==> src/rtl/sram_dp_be.sv <==
// Dual-port byte-lane-enabled SRAM with a pipelined read path and a
// self-timed zeroing sweep that runs after reset or on request.
module sram_dp_be #(
   parameter int DEPTH        = 16,
   parameter int DATA_WIDTH   = 32,
   parameter int LANE_W       = 8,
   parameter int READ_LATENCY = 1,
   parameter int RDW_NEW      = 0,
   localparam int ADDR_W      = (DEPTH <= 2) ? 1 : $clog2(DEPTH),
   localparam int NLANES      = DATA_WIDTH / LANE_W
) (
   input  logic                  clk,
   input  logic                  rst,
   input  logic                  clr_req,
   output logic                  clr_busy,
   input  logic                  wr_en,
   input  logic [ADDR_W-1:0]     wr_addr,
   input  logic [DATA_WIDTH-1:0] wr_data,
   input  logic [NLANES-1:0]     wr_be,
   input  logic                  rd_en,
   input  logic [ADDR_W-1:0]     rd_addr,
   output logic [DATA_WIDTH-1:0] rd_data,
   output logic                  rd_valid,
   output logic                  err_oob
);

   generate
      if (DATA_WIDTH % LANE_W != 0) begin : g_bad_lane
         $error("sram_dp_be: DATA_WIDTH must be a multiple of LANE_W");
      end
      if (READ_LATENCY < 1 || READ_LATENCY > 4) begin : g_bad_lat
         $error("sram_dp_be: READ_LATENCY must be in 1..4");
      end
      if (DEPTH < 2) begin : g_bad_depth
         $error("sram_dp_be: DEPTH must be at least 2");
      end
   endgenerate

   // One extra bit so DEPTH itself is representable when it is a power of two.
   localparam logic [ADDR_W:0]   DEPTH_C   = (ADDR_W+1)'(DEPTH);
   localparam logic [ADDR_W-1:0] LAST_ADDR = ADDR_W'(DEPTH - 1);

   typedef enum logic {IDLE = 1'b0, CLEAR = 1'b1} state_t;

   state_t                                   state_q;
   logic [ADDR_W-1:0]                        clr_addr_q;
   logic                                     clr_busy_q;
   logic [DATA_WIDTH-1:0]                    mem [DEPTH];
   logic [READ_LATENCY-1:0]                  vld_pipe_q, vld_pipe_d;
   logic [READ_LATENCY-1:0][DATA_WIDTH-1:0]  dat_pipe_q, dat_pipe_d;
   logic                                     err_oob_q, err_oob_d;

   logic                  idle, wr_inr, rd_inr, wr_go, rd_go;
   logic [DATA_WIDTH-1:0] rd_word;

   assign idle   = (state_q == IDLE);
   assign wr_inr = ({1'b0, wr_addr} < DEPTH_C);
   assign rd_inr = ({1'b0, rd_addr} < DEPTH_C);
   assign wr_go  = idle & wr_en & wr_inr;
   assign rd_go  = idle & rd_en;

   always_ff @(posedge clk or posedge rst) begin
      if (rst) begin
         state_q    <= CLEAR;
         clr_addr_q <= '0;
         clr_busy_q <= 1'b1;
      end else begin
         case (state_q)
            IDLE: begin
               if (clr_req) begin
                  state_q    <= CLEAR;
                  clr_addr_q <= '0;
                  clr_busy_q <= 1'b1;
               end
            end
            CLEAR: begin
               if (clr_addr_q == LAST_ADDR) begin
                  state_q    <= IDLE;
                  clr_addr_q <= '0;
                  clr_busy_q <= 1'b0;
               end else begin
                  clr_addr_q <= clr_addr_q + ADDR_W'(1);
               end
            end
            default: begin
               state_q    <= CLEAR;
               clr_addr_q <= '0;
               clr_busy_q <= 1'b1;
            end
         endcase
      end
   end

   // Array has no reset so it maps onto RAM; the sweep owns the write port while busy.
   always_ff @(posedge clk) begin
      if (state_q == CLEAR) begin
         mem[clr_addr_q] <= '0;
      end else if (wr_go) begin
         for (int l = 0; l < NLANES; l++) begin
            if (wr_be[l]) mem[wr_addr][l*LANE_W +: LANE_W] <= wr_data[l*LANE_W +: LANE_W];
         end
      end
   end

   always_comb begin
      rd_word = '0;
      if (rd_inr) begin
         rd_word = mem[rd_addr];
         if (RDW_NEW != 0 && wr_go && wr_addr == rd_addr) begin
            for (int l = 0; l < NLANES; l++) begin
               if (wr_be[l]) rd_word[l*LANE_W +: LANE_W] = wr_data[l*LANE_W +: LANE_W];
            end
         end
      end
   end

   // Each stage only loads on a valid, so the last stage holds rd_data between reads.
   always_comb begin
      vld_pipe_d    = '0;
      dat_pipe_d    = dat_pipe_q;
      vld_pipe_d[0] = rd_go;
      if (rd_go) dat_pipe_d[0] = rd_word;
      for (int k = 1; k < READ_LATENCY; k++) begin
         vld_pipe_d[k] = vld_pipe_q[k-1];
         if (vld_pipe_q[k-1]) dat_pipe_d[k] = dat_pipe_q[k-1];
      end
      err_oob_d = idle & ((wr_en & ~wr_inr) | (rd_en & ~rd_inr));
   end

   always_ff @(posedge clk or posedge rst) begin
      if (rst) begin
         vld_pipe_q <= '0;
         dat_pipe_q <= '0;
         err_oob_q  <= 1'b0;
      end else begin
         vld_pipe_q <= vld_pipe_d;
         dat_pipe_q <= dat_pipe_d;
         err_oob_q  <= err_oob_d;
      end
   end

   assign clr_busy = clr_busy_q;
   assign rd_valid = vld_pipe_q[READ_LATENCY-1];
   assign rd_data  = dat_pipe_q[READ_LATENCY-1];
   assign err_oob  = err_oob_q;

endmodule

==> config.mk <==
export PLATFORM = sky130hd
export DESIGN_NAME = sram_dp_be
export DESIGN_NICKNAME = d
export VERILOG_FILES = /design/src/rtl/sram_dp_be.sv
export SDC_FILE = /design/constraint.sdc
export NUM_CORES = 1
export LEC_CHECK = 0
export CORE_AREA = 2 2 203 205
export DETAILED_ROUTE_END_ITERATION = 16
export DIE_AREA = 0 0 205 207
export PLACE_DENSITY = 0.83
export SYNTH_ARGS = -nofsm -noshare
export SYNTH_HDL_FRONTEND = slang
export SYNTH_SLANG_ARGS = --single-unit
==> constraint.sdc <==
create_clock -name clk -period 4.25 [get_ports clk]
set_input_delay 0.85 -clock clk [delete_from_list [all_inputs] [get_ports clk]]
set_output_delay 0.85 -clock clk [all_outputs]
set_load 0.01 [all_outputs]
==> results of run 1 <==
[per-layer routing]
metal / up-vias / share of wire, % / track usage (%)
met4: 0 / 3.4 / 9.526
met5: - / 0 / 0
met2: 712 / 48 / 37.45
met3: 126 / 8.6 / 3.760
met1: 6157 / 40 / 34.18
li1: 5360 / - / -
[worst max-delay path, cell delays in order]
cell	delay, ns
clkdlybuf4s50_1	0.57
nor3b_4	0.30
buf_12	0.29
mux2_2	0.57
nor3_1	1.02
[flip-flops by register name, indices dropped and copies added, names as in the netlist]
signal	flops
clr_addr_q	4
mem	512
clr_busy	1
rd_data	32
state_q	1
rd_valid	1
[synth_stat cells, drive strengths merged, types with 15 or more instances]
| master | instances |
|---|---|
| nand3 | 75 |
| a22oi | 97 |
| edfxtp | 512 |
| nand2 | 93 |
| nand4 | 22 |
| clkbuf | 39 |
| a21oi | 15 |
| nor3 | 64 |
| mux2i | 264 |
| and2 | 36 |
| dfrtp | 37 |
| buf | 45 |
[how the worst max path moves through the flow]
stage                  start          end  cells past startpoint
floorplan           wr_be[0]   mem[4][10]                      6
finish                 wr_en  mem[12][28]                      5
CTS                    wr_en  mem[15][10]                      5
detailed placement     wr_en  mem[12][29]                      5
global placement    wr_be[1]  mem[12][29]                      6
global route           wr_en  mem[12][30]                      5
[logic make-up (layout without fill, tap and decap cells)]
family                   count (synthesis)  count (layout)  share of synthesized area [%]
flip-flops                             551             551                          74.61
AND/OR/NAND/NOR                        315             315                          7.227
multiplexers                           265             265                          12.39
AO/OA/AOI/OAI                          118             118                          3.819
buffers and inverters                   86             204                          1.878
adder cells (fa/ha/maj)                  1               1                        0.05708
other                                    1               1                        0.01711
[placed cells by master, fill, tap and decap left out, types with 2 or more instances in the layout]
cell	instances
a21oi_1	14
clkinv_2	7
nor2_1	6
a22oi_1	97
nor2_4	2
nor2b_4	2
nand3_1	75
mux2i_1	259
o21ai_0	5
clkdlybuf4s50_1	81
dfstp_2	2
nor3_2	4
nand2b_1	2
clkbuf_1	14
clkbuf_8	3
nor3_1	60
nand2_1	93
nand4_1	22
buf_4	20
dfrtp_1	37
mux2i_4	5
and2_1	34
clkinv_1	9
edfxtp_1	512
buf_12	9
bufinv_16	5
nor2b_1	9
clkbuf_16	51
[cell type report]
class | instances | share of cell area (%)
Clock buffer | 68 | 5.485
Clock inverter | 23 | 0.9467
Inverter | 2 | 0.03005
Multi-Input combinational cell | 700 | 20.78
Sequential cell | 551 | 65.46
Tap cell | 532 | 2.665
Timing Repair Buffer | 111 | 4.628
[through the flow]
step                power [mW]  area [µm²]  util, %  instances  hold WS, ns
finish                   14.43       24980    61.88       1987       0.4749
global route             14.90       24980    61.88       1987       0.5089
CTS                      14.44       24980    61.88       1987       0.4822
detailed placement       10.10       23370    57.90       1896       0.4692
global placement         9.958       23370    57.90       1896       0.4687
floorplan                8.970       21920        -       1337       0.4819
[power groups by stage]
stage | sequential [mW] | combinational (mW) | clock, mW
after floorplan | 7.54 | 1.43 | 0
after global placement | 7.57 | 2.39 | 0
after detailed placement | 7.62 | 2.48 | 0
after CTS | 7.52 | 2.51 | 4.42
after global routing | 7.60 | 2.69 | 4.60
final | 7.51 | 2.51 | 4.40
==> metrics.txt, run 1 <==
pre-CTS WS=0.2443 ns; Slew headroom=19.88%; die area=42440 µm²; Crit Reg-Reg Endpoint=mem[12][28]; peak supply drop=0.3386 mV; Reg2Reg Setup Slack=1.20 ns; Final period util=81.13%; Root Buffer=clkbuf_16; combinational power share=17.4%; Multi-input gate area=5191 µm²; Die Width=205 µm; pin count of the biggest net entering global routing=73; P_int=10.53 mW; max-cap viol count=0; H-tree levels=2; top_reg_cell synth=edfxtp_1; ant diodes=0; Via-to-Cell Ratio=6.218; Hold Path Stages=2; nets=1466; first-pass GRT wire length=75640 µm; cell area after synthesis=21920 µm²; mean area per synthesized cell=16.39 µm²; Hold Violations, Final=0; startpoint types=primary input; Synth async-reset ratio=7.078%; Starting Density=54.30%; Sink Count=551; setup ws final=0.8018 ns; gr usage total=24.00%; Ys Warns=0; worst hold start=rd_data[21]; nature of the critical path endpoint=flop; R2R Path Start=state_q; Starting DRT DRC Count=1379; Port-buffer cells=82; post-synth top area share=70.14%; post-CTS setup buffers=0; Worst Hold End=rd_data[21]; cell taking the most area after synthesis=edfxtp_1; I/O pin count=84; synth unique cells=31; Routed WL=50400 µm; Hold Buf Count CTS=0; initial antenna violation count=0; estimated wirelength of the detail-placed design=30990 µm; r2r worst-path depth=4; worst hold path class=reg -> reg; part of the power in the clock network=30.5%; WS Path Type=in -> reg; # DRC=0; FP Rows=74; FF+latch count, synth=551; Mapped Cells=1337; via count=12355; Final Slew Violations=0; minimum clock period=3.448 ns; routability cong.=0.8557; Worst-path clk slew=0.06 ns; status=finished clean; leakage power=8.897 nW; RSZ-0062 raised after global routing=false; Worst-Margin Slew=1.193 ns; WL/cell=25.36 µm; Power Dens Cells=577.5 nW/µm²; TritonCTS clock tree=yes; Core Area=40370 µm²; total gr overflow=0; Critical Path Fanout Max=37; switching power=3.893 mW; Layout area overhead=13.97%; maximum clock frequency=0.2900 GHz; CTS resizes=0; ANT nets after route=0; Setup Skew=0.01866 ns; # fillers=2839; Num CTS Buffers=50; number of global-route vias before repair=12323; layout cells sized above 1=8.247%; top cells by area, synth=edfxtp_1 70%, mux2i_1 12%, dfrtp_1 4.2%; EDFF count, synth=512; Setup TNS=0 ns; register area=16350 µm²; post-synthesis sequential area ratio=74.61%; sequential share of power=52.1%; Critical Path RT=4.42 ns; switch share=26.99%; Max Root-Sink Buffers=3; Die Span Y=207 µm; # setup viols final=0; drt first pass iters=6; clock latency at the later pin of the worst-skew pair=0.57 ns; worst path arrival time=3.62 ns; syn_nets=1387
(Power assumes the default switching activity.)
==> run 2, diff against run 1 <==
--- a/config.mk
+++ b/config.mk
@@ -8,7 +8,7 @@
 export CORE_AREA = 2 2 203 205
 export DETAILED_ROUTE_END_ITERATION = 16
 export DIE_AREA = 0 0 205 207
-export PLACE_DENSITY = 0.83
+export PLACE_DENSITY = 0.85
 export SYNTH_ARGS = -nofsm -noshare
 export SYNTH_HDL_FRONTEND = slang
 export SYNTH_SLANG_ARGS = --single-unit
==> constraint.sdc (replaced) <==
create_clock -name clk -period 3.1 [get_ports clk]
set_input_delay 0.62 -clock clk [delete_from_list [all_inputs] [get_ports clk]]
set_output_delay 0.62 -clock clk [all_outputs]
set_load 0.01 [all_outputs]
==> run 2 against run 1 <==
Effect of this change: register-to-register slack got worse by 0.63 ns; clock power increased by 42%; design area increased by 3.5%; routed wire length increased by 1.8%; die area unchanged; sequential share of layout area decreased by 2.2 points; via count increased by 2.4%; clock-buffer cell count increased by 1; non-clock buffer count increased by 99; worst hold slack got worse by 0.052 ns; utilization increased by 2.2 points.
==> metrics.txt, run 2 (synthesized netlist as in run 1, its figures left out) <==
ant diodes=0; # DRC=0; number of global-route vias before repair=13012; Routed WL=51290 µm; ANT nets after route=0; first-pass GRT wire length=77580 µm; Setup TNS=0 ns; RSZ-0062 raised after global routing=false; Port-buffer cells=82; CTS resizes=0; leakage power=9.477 nW; via count=12650; Starting Density=54.30%; Critical Path Fanout Max=16; Power Dens Cells=789.5 nW/µm²; dpl cells=1995; Die Span Y=207 µm; post-CTS setup buffers=0; status=finished clean; die area=42440 µm²; pin count of the biggest net entering global routing=65; # setup viols final=0; Worst-path clk slew=0.06 ns; WL/cell=24.59 µm; Starting DRT DRC Count=1412; startpoint types=primary input; max-cap viol count=0; nets=1566; estimated wirelength of the detail-placed design=31490 µm; Layout Cells excl Fill=2086; I/O pin count=84; Slew headroom=35.04%; Layout area overhead=17.93%; minimum clock period=2.646 ns; dpl cell area=24180 µm²; Critical Path RT=3.41 ns; max reg flops=512; worst path arrival time=2.96 ns; Final period util=85.35%; total gr overflow=0; # fillers=2716; maximum clock frequency=0.3780 GHz; routability cong.=0.8428; Max Root-Sink Buffers=3; most frequent cells in the layout=512 x edfxtp_1, 259 x mux2i_1, 114 x buf_4; peak supply drop=0.4395 mV; Hold Buf Count CTS=0; Root Buffer=clkbuf_16; Sink Count=551; leading cell type in the layout, fill and taps excluded=edfxtp_1; Final Cell Area=25850 µm²; Reg with most FFs=mem; Die Width=205 µm; WS Path Type=in -> reg; Multi-input gate area=5192 µm²; drt first pass iters=6; Core Area=40370 µm²; Hold Violations, Final=0; Final Slew Violations=0; H-tree levels=2; Setup Skew=0.01357 ns; gr usage total=24.43%; clock latency at the later pin of the worst-skew pair=0.57 ns; layout cells sized above 1=14.29%; Num CTS Buffers=51; worst hold path class=in -> async; TritonCTS clock tree=yes; initial antenna violation count=0; register area=16350 µm²; Via-to-Cell Ratio=6.064; Worst-Margin Slew=0.9540 ns; nature of the critical path endpoint=flop; FP Rows=74
run 2: cell types whose count changed in the layout (fill, tap and decap cells not counted), moves of 2 or more:
cell | previous run | this run
buf_4 | 20 | 114
clkbuf_16 | 51 | 53
clkinv_2 | 7 | 9
buf_12 | 9 | 14
clkinv_1 | 9 | 7
run 2: routing by layer:
metal,track usage (%),part of all wire (%),vias to the layer above
met3,4.106,9.1,99
met5,0,0,-
met1,34.01,40,6303
met2,39.48,48,699
met4,8.162,2.8,0
li1,-,-,5549
run 2: cell type report:
| class | count | area share, % |
|---|---|---|
| clock inverter | 22 | 0.9729 |
| inverter | 2 | 0.02904 |
| sequential | 551 | 63.27 |
| multi-input combinational | 700 | 20.09 |
| timing repair buffer | 210 | 7.590 |
| tap | 532 | 2.575 |
| clock buffer | 69 | 5.479 |
run 2: final timing paths:
kind / slack (ns) / to / cells past startpoint / start
min: 0.42 / rd_valid / 3 / rst
min reg2reg: 0.48 / rd_data[23] / 2 / rd_data[23]
min in group clk: 0.48 / rd_data[23] / 2 / rd_data[23]
max in group asynchronous: 2.36 / clr_busy / 3 / rst
max reg2reg: 0.57 / mem[15][26] / 5 / state_q
max: 0.45 / mem[15][26] / 7 / wr_be[1]
run 2: worst max-delay path: stages:
cell and delay [ns]:
clkdlybuf4s50_1 0.51, nor4_2 0.08, nor3b_4 0.24, buf_4 0.27
mux2i_4 0.83, nor3_1 0.16, buf_4 0.24
run 2: report_power, final:
| part | switching (mW) | internal [mW] |
|---|---|---|
| registers | 0.501 | 9.77 |
| clock network | 2.57 | 3.68 |
| logic | 2.41 | 1.47 |
run 2: stage by stage:
stage / utilization, % / hold slack (ns) / setup slack, ns / total power [mW]
detailed placement: 59.89 / 0.4710 / -0.3969 / 14.21
finish: 64.03 / 0.4233 / 0.4543 / 20.41
global placement: 59.89 / 0.4675 / -0.3119 / 13.99
global route: 64.03 / 0.4577 / 0.3986 / 21.10
CTS: 64.02 / 0.4173 / 0.1929 / 20.44
floorplan: - / 0.4819 / 0.4797 / 12.30
==> run 3, diff against run 2 <==
--- a/config.mk
+++ b/config.mk
@@ -8,7 +8,9 @@
 export CORE_AREA = 2 2 203 205
 export DETAILED_ROUTE_END_ITERATION = 16
 export DIE_AREA = 0 0 205 207
+export GPL_TIMING_DRIVEN = 0
 export PLACE_DENSITY = 0.85
 export SYNTH_ARGS = -nofsm -noshare
 export SYNTH_HDL_FRONTEND = slang
 export SYNTH_SLANG_ARGS = --single-unit
+export TNS_END_PERCENT = 30
==> run 3 against run 2 <==
Effect of this change: the flow now finishes with violations (setup timing); design area down 1.3%; non-clock buffer count is 31 lower; flip-flop and latch count did not move; via count increased by 5.9%; register-to-register slack worse by 0.39 ns; clock-buffer cell count increased by 7; global-route usage up 3.1 points; highest routed layer unchanged.
==> metrics.txt, run 3 (synthesized netlist as in run 1, its figures left out) <==
violated checks=setup timing; Core Area=40370 µm²; routability cong.=0.8701; Starting Density=54.30%; Port-buffer cells=81; Die Span Y=207 µm; initial antenna violation count=0; FP Rows=74; # setup viols final=11; pin count of the biggest net entering global routing=25; Slew headroom=10.22%; CP delay by family, top=buffers and inverters; Die Width=205 µm; TritonCTS clock tree=yes; I/O pin count=84; Crit Reg-Reg Endpoint=mem[13][20]; WL/cell=28.75 µm; drt first pass iters=5; Final period util=100.2%; die area=42440 µm²; H-tree levels=2; # DRC=0; Num CTS Buffers=51; Setup Skew=0.02677 ns; leading cell type in the layout, fill and taps excluded=edfxtp_1; most frequent cells in the layout=512 x edfxtp_1, 259 x mux2i_1, 97 x a22oi_1; pre-CTS WS=-0.8162 ns; maximum clock frequency=0.3220 GHz; Slowest cell on crit path=mux2i_1; r2r worst-path depth=5; first-pass GRT wire length=84680 µm; total gr overflow=0; R2R Path Start=state_q; max reg flops=512; Final Slew Violations=0; Routed WL=59230 µm; dpl cells=1963; dpl cell area=23630 µm²; number of global-route vias before repair=13499; slowest cell delay on critical path=1.10 ns; Root Buffer=clkbuf_16; max-cap viol count=0; setup ws final=-0.005176 ns; Hold Violations, Final=0; register area=16350 µm²; clock latency at the later pin of the worst-skew pair=0.59 ns; status=finished, violations left; minimum clock period=3.105 ns; Power Dens Cells=814.2 nW/µm²; Setup TNS=-0.02793 ns; Buf/Inv on CP=3; nets=1535; RSZ-0062 raised after global routing=true; Critical Path Fanout Max=10; peak supply drop=0.6277 mV; Worst-path clk slew=0.07 ns; critical path cell sequence=clkdlybuf4s50_1, nor3b_4, mux2i_1, buf_4, nor3_1, buf_2; estimated wirelength of the detail-placed design=36760 µm; Via-to-Cell Ratio=6.504; # fillers=2735; Critical Path RT=3.43 ns; worst path arrival time=3.43 ns; Layout area overhead=16.35%; Multi-input gate area=5425 µm²; gr usage total=27.56%; ANT nets after route=0; layout cells sized above 1=13.02%; Sink Count=551; startpoint types=primary input; ant diodes=0; Layout Cells excl Fill=2060; Starting DRT DRC Count=2081; Worst-Margin Slew=1.309 ns; nature of the critical path endpoint=flop; WS Path Type=in -> reg; via count=13398; Reg with most FFs=mem; worst hold path class=in -> async; Reg2Reg Setup Slack=0.18 ns; Max Root-Sink Buffers=3; leakage power=9.071 nW; worst hold slack=0.3674 ns; Final Cell Area=25500 µm²
run 3: repair_timing:
| action | 4_1_cts | 5_1_grt |
|---|---|---|
| pin swaps | 0 | 0 |
| hold buffers | 0 | 0 |
| hold endpoints to repair | 0 | 0 |
| setup buffers | 0 | 0 |
| setup endpoints to repair | 156 | 53 |
| resized for setup | 13 | 7 |
run 3: area by class of cell:
| cell class | instances | share of cell area [%] |
|---|---|---|
| Inverter | 2 | 0.02944 |
| Clock inverter | 20 | 0.9812 |
| Timing Repair Buffer | 95 | 3.630 |
| Multi-Input combinational cell | 700 | 21.27 |
| Buffer | 84 | 1.585 |
| Clock buffer | 76 | 5.770 |
| Tap cell | 532 | 2.610 |
| Sequential cell | 551 | 64.12 |
run 3: layer usage:
layer  track usage, %  up-vias  wire (µm)
met3            7.080      227       7106
li1                 -     5501          -
met1            34.88     6607      20730
met5                0        -          0
met4            13.69        0       3021
met2            44.29     1063      28370
run 3: worst max path at each step:
stage	cells after the start	slack (ns)	startpoint	endpoint
floorplan	6	0.48	wr_be[0]	mem[8][10]
global placement	7	-0.97	wr_be[0]	mem[2][20]
detailed placement	7	-0.82	wr_be[0]	mem[5][28]
CTS	6	-0.22	wr_be[0]	mem[10][27]
global route	6	-0.02	wr_en	mem[9][19]
finish	6	-0.005	wr_en	mem[13][20]
run 3: report_power, final:
group	switching, mW	internal [mW]	total (mW)
clock	2.69	3.72	6.41
sequential	0.499	9.81	10.3
combinational	2.79	1.25	4.04
total	5.98	14.8	20.8
run 3: stage by stage:
stage / util [%] / total power, mW
2_1_floorplan: - / 12.30
4_1_cts: 62.97 / 20.57
5_1_grt: 63.18 / 21.31
3_5_place_dp: 58.54 / 14.20
3_3_place_gp: 57.95 / 13.81
6_report: 63.18 / 20.76
==> variant 1, RTL diff (flow settings as in run 3) <==
Reset style: synchronous (`rst`), changed in 2 clocked blocks.
--- a/src/rtl/sram_dp_be.sv
+++ b/src/rtl/sram_dp_be.sv
@@ -60,5 +60,5 @@
    assign rd_go  = idle & rd_en;
 
-   always_ff @(posedge clk or posedge rst) begin
+   always_ff @(posedge clk) begin
       if (rst) begin
          state_q    <= CLEAR;
@@ -128,5 +128,5 @@
    end
 
-   always_ff @(posedge clk or posedge rst) begin
+   always_ff @(posedge clk) begin
       if (rst) begin
          vld_pipe_q <= '0;
Function: not settled (the Yosys comparison gave no result); the edit may change what the design does.
==> variant 1 against run 3 <==
  * The flow finishes with violations (capacitance limit, slew limit, setup timing)
  * Via count fell by 14%
  * Wire length shrank 16%
  * Worst setup slack got worse by 0.039 ns
  * Synthesized area shrank 1.5%
  * Cell area down 1.3%
  * Sequential share of layout area rose by 0.062 points
  * Sequential cell count unchanged
  * Synthesized cell count down 17%
Power is not compared: it rests on default switching activity, and its combinational part moved more than twofold at a synthesized area within 25%.
==> variant 1: results <==
status:
  run_status: "complete, but fails checks"
  failed_checks: "capacitance limit, slew limit, setup timing"
setup_path:
  critPathMaxStageDelay_ns: 0.70
  timing.critical_path.arrival_ns: 3.33
  cp-endpoint: "mem[5][19]$_DFFE_PP_"
  worstReg2RegEnd: "mem[5][12]$_DFFE_PP_"
  regToRegStartpoint: "state_q$_SDFF_PP1_"
  crit_path_top_delay_cell: "nor3_2"
  crit_family: "simple AND/OR/NAND/NOR gates"
logic_synthesis:
  synth-compound-area-share_pct: 3.767
  mappedNetlistNets: 1156
  yosys-mux-area-fraction_pct: 15.40
  synth-adder-area-share_pct: 0.05795
  post_synth.cell_area_avg_sq_um: 19.52
route:
  drt-vias-per-instance: 6.351
  routed_wl_mm: 49.54
  drt_iter0_drc: 1327
  drt-pass1-iter-count: 6
grt:
  grt_start_max_net_pins: 17
  globalRouteTotalUtil_pct: 23.66
sta:
  timing.clock.skew_ns: 0.01754
  setup_ws_ns: -0.04388
  final-max-slew-violation-count: 8
  count_of_final_setup_violators: 30
finish:
  n_fill_cell: 2665
place:
  post_detailed_placement_half_perimeter_wirelength_mm: 32.11
  buffer_ports.inserted: 80
  placed_cells_incl_taps: 1721
flow_run:
  max-cap-violations: 1
[variant 1: cell count changes in the layout (fill, tap and decap cells not counted), moves of 37 or more]
cell / change
dfrtp_1: -37
dfxtp_1: +39
mux4_2: +95
mux2i_1: -193
nand2_1: -54
nand3_1: -74
[variant 1: routing by layer]
metal,vias to the layer above,GRT usage [%],part of all wire [%]
li1,4798,-,-
met1,5874,31.40,37
met2,722,38.37,49
met3,151,5.412,9.6
met4,2,9.104,3.7
met5,-,0,0.024
[variant 1: what timing repair did]
| item | 4_1_cts | 5_1_grt |
|---|---|---|
| gates cloned | 0 | 0 |
| setup endpoints to repair | 387 | 219 |
| resized for setup | 47 | 19 |
| endpoints found under the hold margin | 0 | 0 |
| pin swaps | 0 | 0 |
[variant 1: power groups by stage]
stage,Sequential (mW),Clock (mW),Combinational (mW)
floorplan,8.38,0,0.455
global placement,8.39,0,0.675
detailed placement,8.40,0,0.699
CTS,8.25,6.30,0.726
global route,8.25,6.58,0.786
finish,8.25,6.28,0.752
[variant 1: final cells by class]
type	instances	area share, %
plain buffers	74	1.541
clock buffers	77	5.741
clock inverters	20	0.9793
inverters	2	0.02983
multi-input cells	479	21.61
flip-flops and latches	551	64.18
well taps	532	2.645
repair buffers	83	3.271
[variant 1: metrics by stage]
stage / util (%) / setup WS [ns] / total power [mW] / area, sq um / setup TNS, ns
floorplan: - / 0.1140 / 8.835 / 21590 / 0
global placement: 57.11 / -1.065 / 9.064 / 23060 / -417.96
detailed placement: 57.26 / -1.102 / 9.101 / 23110 / -431.78
CTS: 62.04 / -0.2709 / 15.27 / 25040 / -6.247
global route: 62.35 / -0.1401 / 15.62 / 25170 / -8.076
finish: 62.35 / -0.04388 / 15.27 / 25170 / -0.7620
==> variant 2, RTL diff (settings of run 3) <==
Made on the original files. The parameter `RDW_NEW` goes from 0 to 1.
--- a/src/rtl/sram_dp_be.sv
+++ b/src/rtl/sram_dp_be.sv
@@ -6,5 +6,5 @@
    parameter int LANE_W       = 8,
    parameter int READ_LATENCY = 1,
-   parameter int RDW_NEW      = 0,
+   parameter int RDW_NEW      = 1,
    localparam int ADDR_W      = (DEPTH <= 2) ? 1 : $clog2(DEPTH),
    localparam int NLANES      = DATA_WIDTH / LANE_W
Function: not settled (the Yosys comparison gave no result); the edit may change what the design does.
==> variant 2 against run 3 <==
  * The run still ends with setup timing left
  * Sequential cell count unchanged
  * Cell area up 2.3%
  * Synthesized area up 1.6%
  * Total power up 2.9%
  * Via count down 4.1%
  * Count of clock-buffer cells in the layout down 9
  * Wire length up 1.2%
  * Worst setup slack worse by 0.23 ns
  * Largest power group unchanged
==> variant 2: results <==
status:
  run_status: "complete, but fails checks"
  failed_checks: "setup timing"
sta:
  timing.clock.skew_ns: 0.01715
  count_of_final_setup_violators: 323
  slew_headroom_pct: 23.84
  setup_ws_ns: -0.2381
  fin_hold_ws_ns: 0.4191
  tns_ns: -30.64
grt:
  global_route.usage.met3_pct: 7.536
  grt.met1_usage_pct: 36.79
  wire_length_of_the_first_global_routing_pass_mm: 84.79
  globalRouteTotalUtil_pct: 27.82
  grt_start_max_net_pins: 21
  met2_usage_pct: 44.23
logic_synthesis:
  synth-compound-area-share_pct: 5.035
  synth-adder-area-share_pct: 0.05620
  post_synth_main_area_contributors: "edfxtp_1 (69%), mux4_2 (13%), dfrtp_1 (4.2%), a22o_1 (2.5%), and2_1 (1.9%)"
  post_synth_most_frequent_cells: "edfxtp_1 (512), mux4_2 (128), and2_1 (67)"
  xor_xnor_cell_area_share_of_the_yosys_netlist_pct: 0.2810
  yosys_warnings: 0
  mappedNetlistNets: 1204
  post_synth.cell_area_avg_sq_um: 19.29
  yosys.cell_types.count: 39
  yosys-mux-area-fraction_pct: 13.49
  synth-seq-area-share_pct: 73.45
clock_network:
  clk_pin_slew_ns: 0.07
  maximum_clock_insertion_buffer_count: 3
  clock_network_latency_to_the_later_pin_of_the_worst_skew_pair_ns: 0.58
  htreeDepth: 2
  numCtsBuffers: 52
  post-cts-setup-buffer-count: 0
finish:
  finalNonFillerCells: 1880
  n_fill_cell: 2531
  nNetsFinal: 1357
  proportion_of_layout_cells_with_a_drive_suffix_above_1_pct: 25.76
route:
  drt_iter0_drc: 1935
  drt-pass1-iter-count: 5
  route.vias.total: 12852
  routed_wl_mm: 59.94
setup_path:
  worstReg2RegEnd: "mem[4][21]$_DFFE_PP_"
  critPathMaxStageDelay_ns: 0.78
  regToRegSetupSlack_ns: 0.08
  timing.critical_path.arrival_ns: 3.67
  crit_path_top_delay_cell: "mux2i_2"
  critical_path.max_fanout: 10
  ff2ff_path_depth: 4
place:
  place_congestion: 0.9157
  buffer_ports.inserted: 77
  post_detailed_placement_half_perimeter_wirelength_mm: 36.58
  placedInstanceArea_sq_um: 24060
  detailedPlace.worstSlack_ns: -1.121
  placed_cells_incl_taps: 1783
power_and_ir_drop:
  worst_ir_drop_vdd_v: 0.0004763
  leakagePower_nw: 8.544
variant 2: cell count changes after synthesis, sizes merged, moves of 32 or more:
cell   delta
a22o     +64
nand3    -73
a22oi    -96
nand2    -88
mux2i   -256
a41oi    +32
mux4    +128
nor2b    +33
variant 2: where the power goes:
part / leakage [nW] / switching [mW] / internal, mW
Clock: 0.834 / 2.66 / 3.75
Combinational: 2.46 / 2.98 / 1.69
Sequential: 5.25 / 0.461 / 9.82
Total: 8.54 / 6.10 / 15.3
variant 2: timing repair:
action	4_1_cts	5_1_grt
endpoints found under the setup margin	265	429
pin swaps	0	0
gates resized for setup	12	39
variant 2: cell type report:
class / instances / area (sq um) / area share [%]
sequential: 551 / 16350 / 62.67
clock buffer: 67 / 1399 / 5.361
clock inverter: 27 / 301.5 / 1.156
multi-input combinational: 516 / 5912 / 22.66
tap: 532 / 665.6 / 2.551
buffer: 82 / 460.4 / 1.765
antenna: 1 / 2.502 / 0.009590
timing repair buffer: 99 / 980.9 / 3.759
inverter: 5 / 18.77 / 0.07193
variant 2: layer usage:
layer  part of all wire, %  vias up
met4                   4.6        0
met1                    35     6584
met5                     0        -
met2                    48     1016
met3                    13      233
li1                      -     5019
variant 2: worst max path at each step:
stage	startpoint	end	slack (ns)	cells past startpoint
after detailed placement	wr_en	mem[10][11]$_DFFE_PP_	-1.12	6
after global routing	wr_en	mem[14][24]$_DFFE_PP_	-0.24	7
after global placement	wr_en	mem[4][27]$_DFFE_PP_	-1.15	7
after CTS	wr_en	mem[15][1]$_DFFE_PP_	-0.37	6
final	wr_en	mem[14][24]$_DFFE_PP_	-0.24	7
after floorplan	wr_be[1]	mem[12][24]$_DFFE_PP_	0.36	6
variant 2: cells by family (layout without fill, tap and decap cells):
group | Yosys count | count (layout)
xor+xnor | 5 | 5
other cells | 1 | 2
simple gates | 228 | 228
buf+inv | 87 | 280
fa+ha+maj | 1 | 1
mux | 138 | 138
flops | 551 | 551
compound gates | 143 | 143
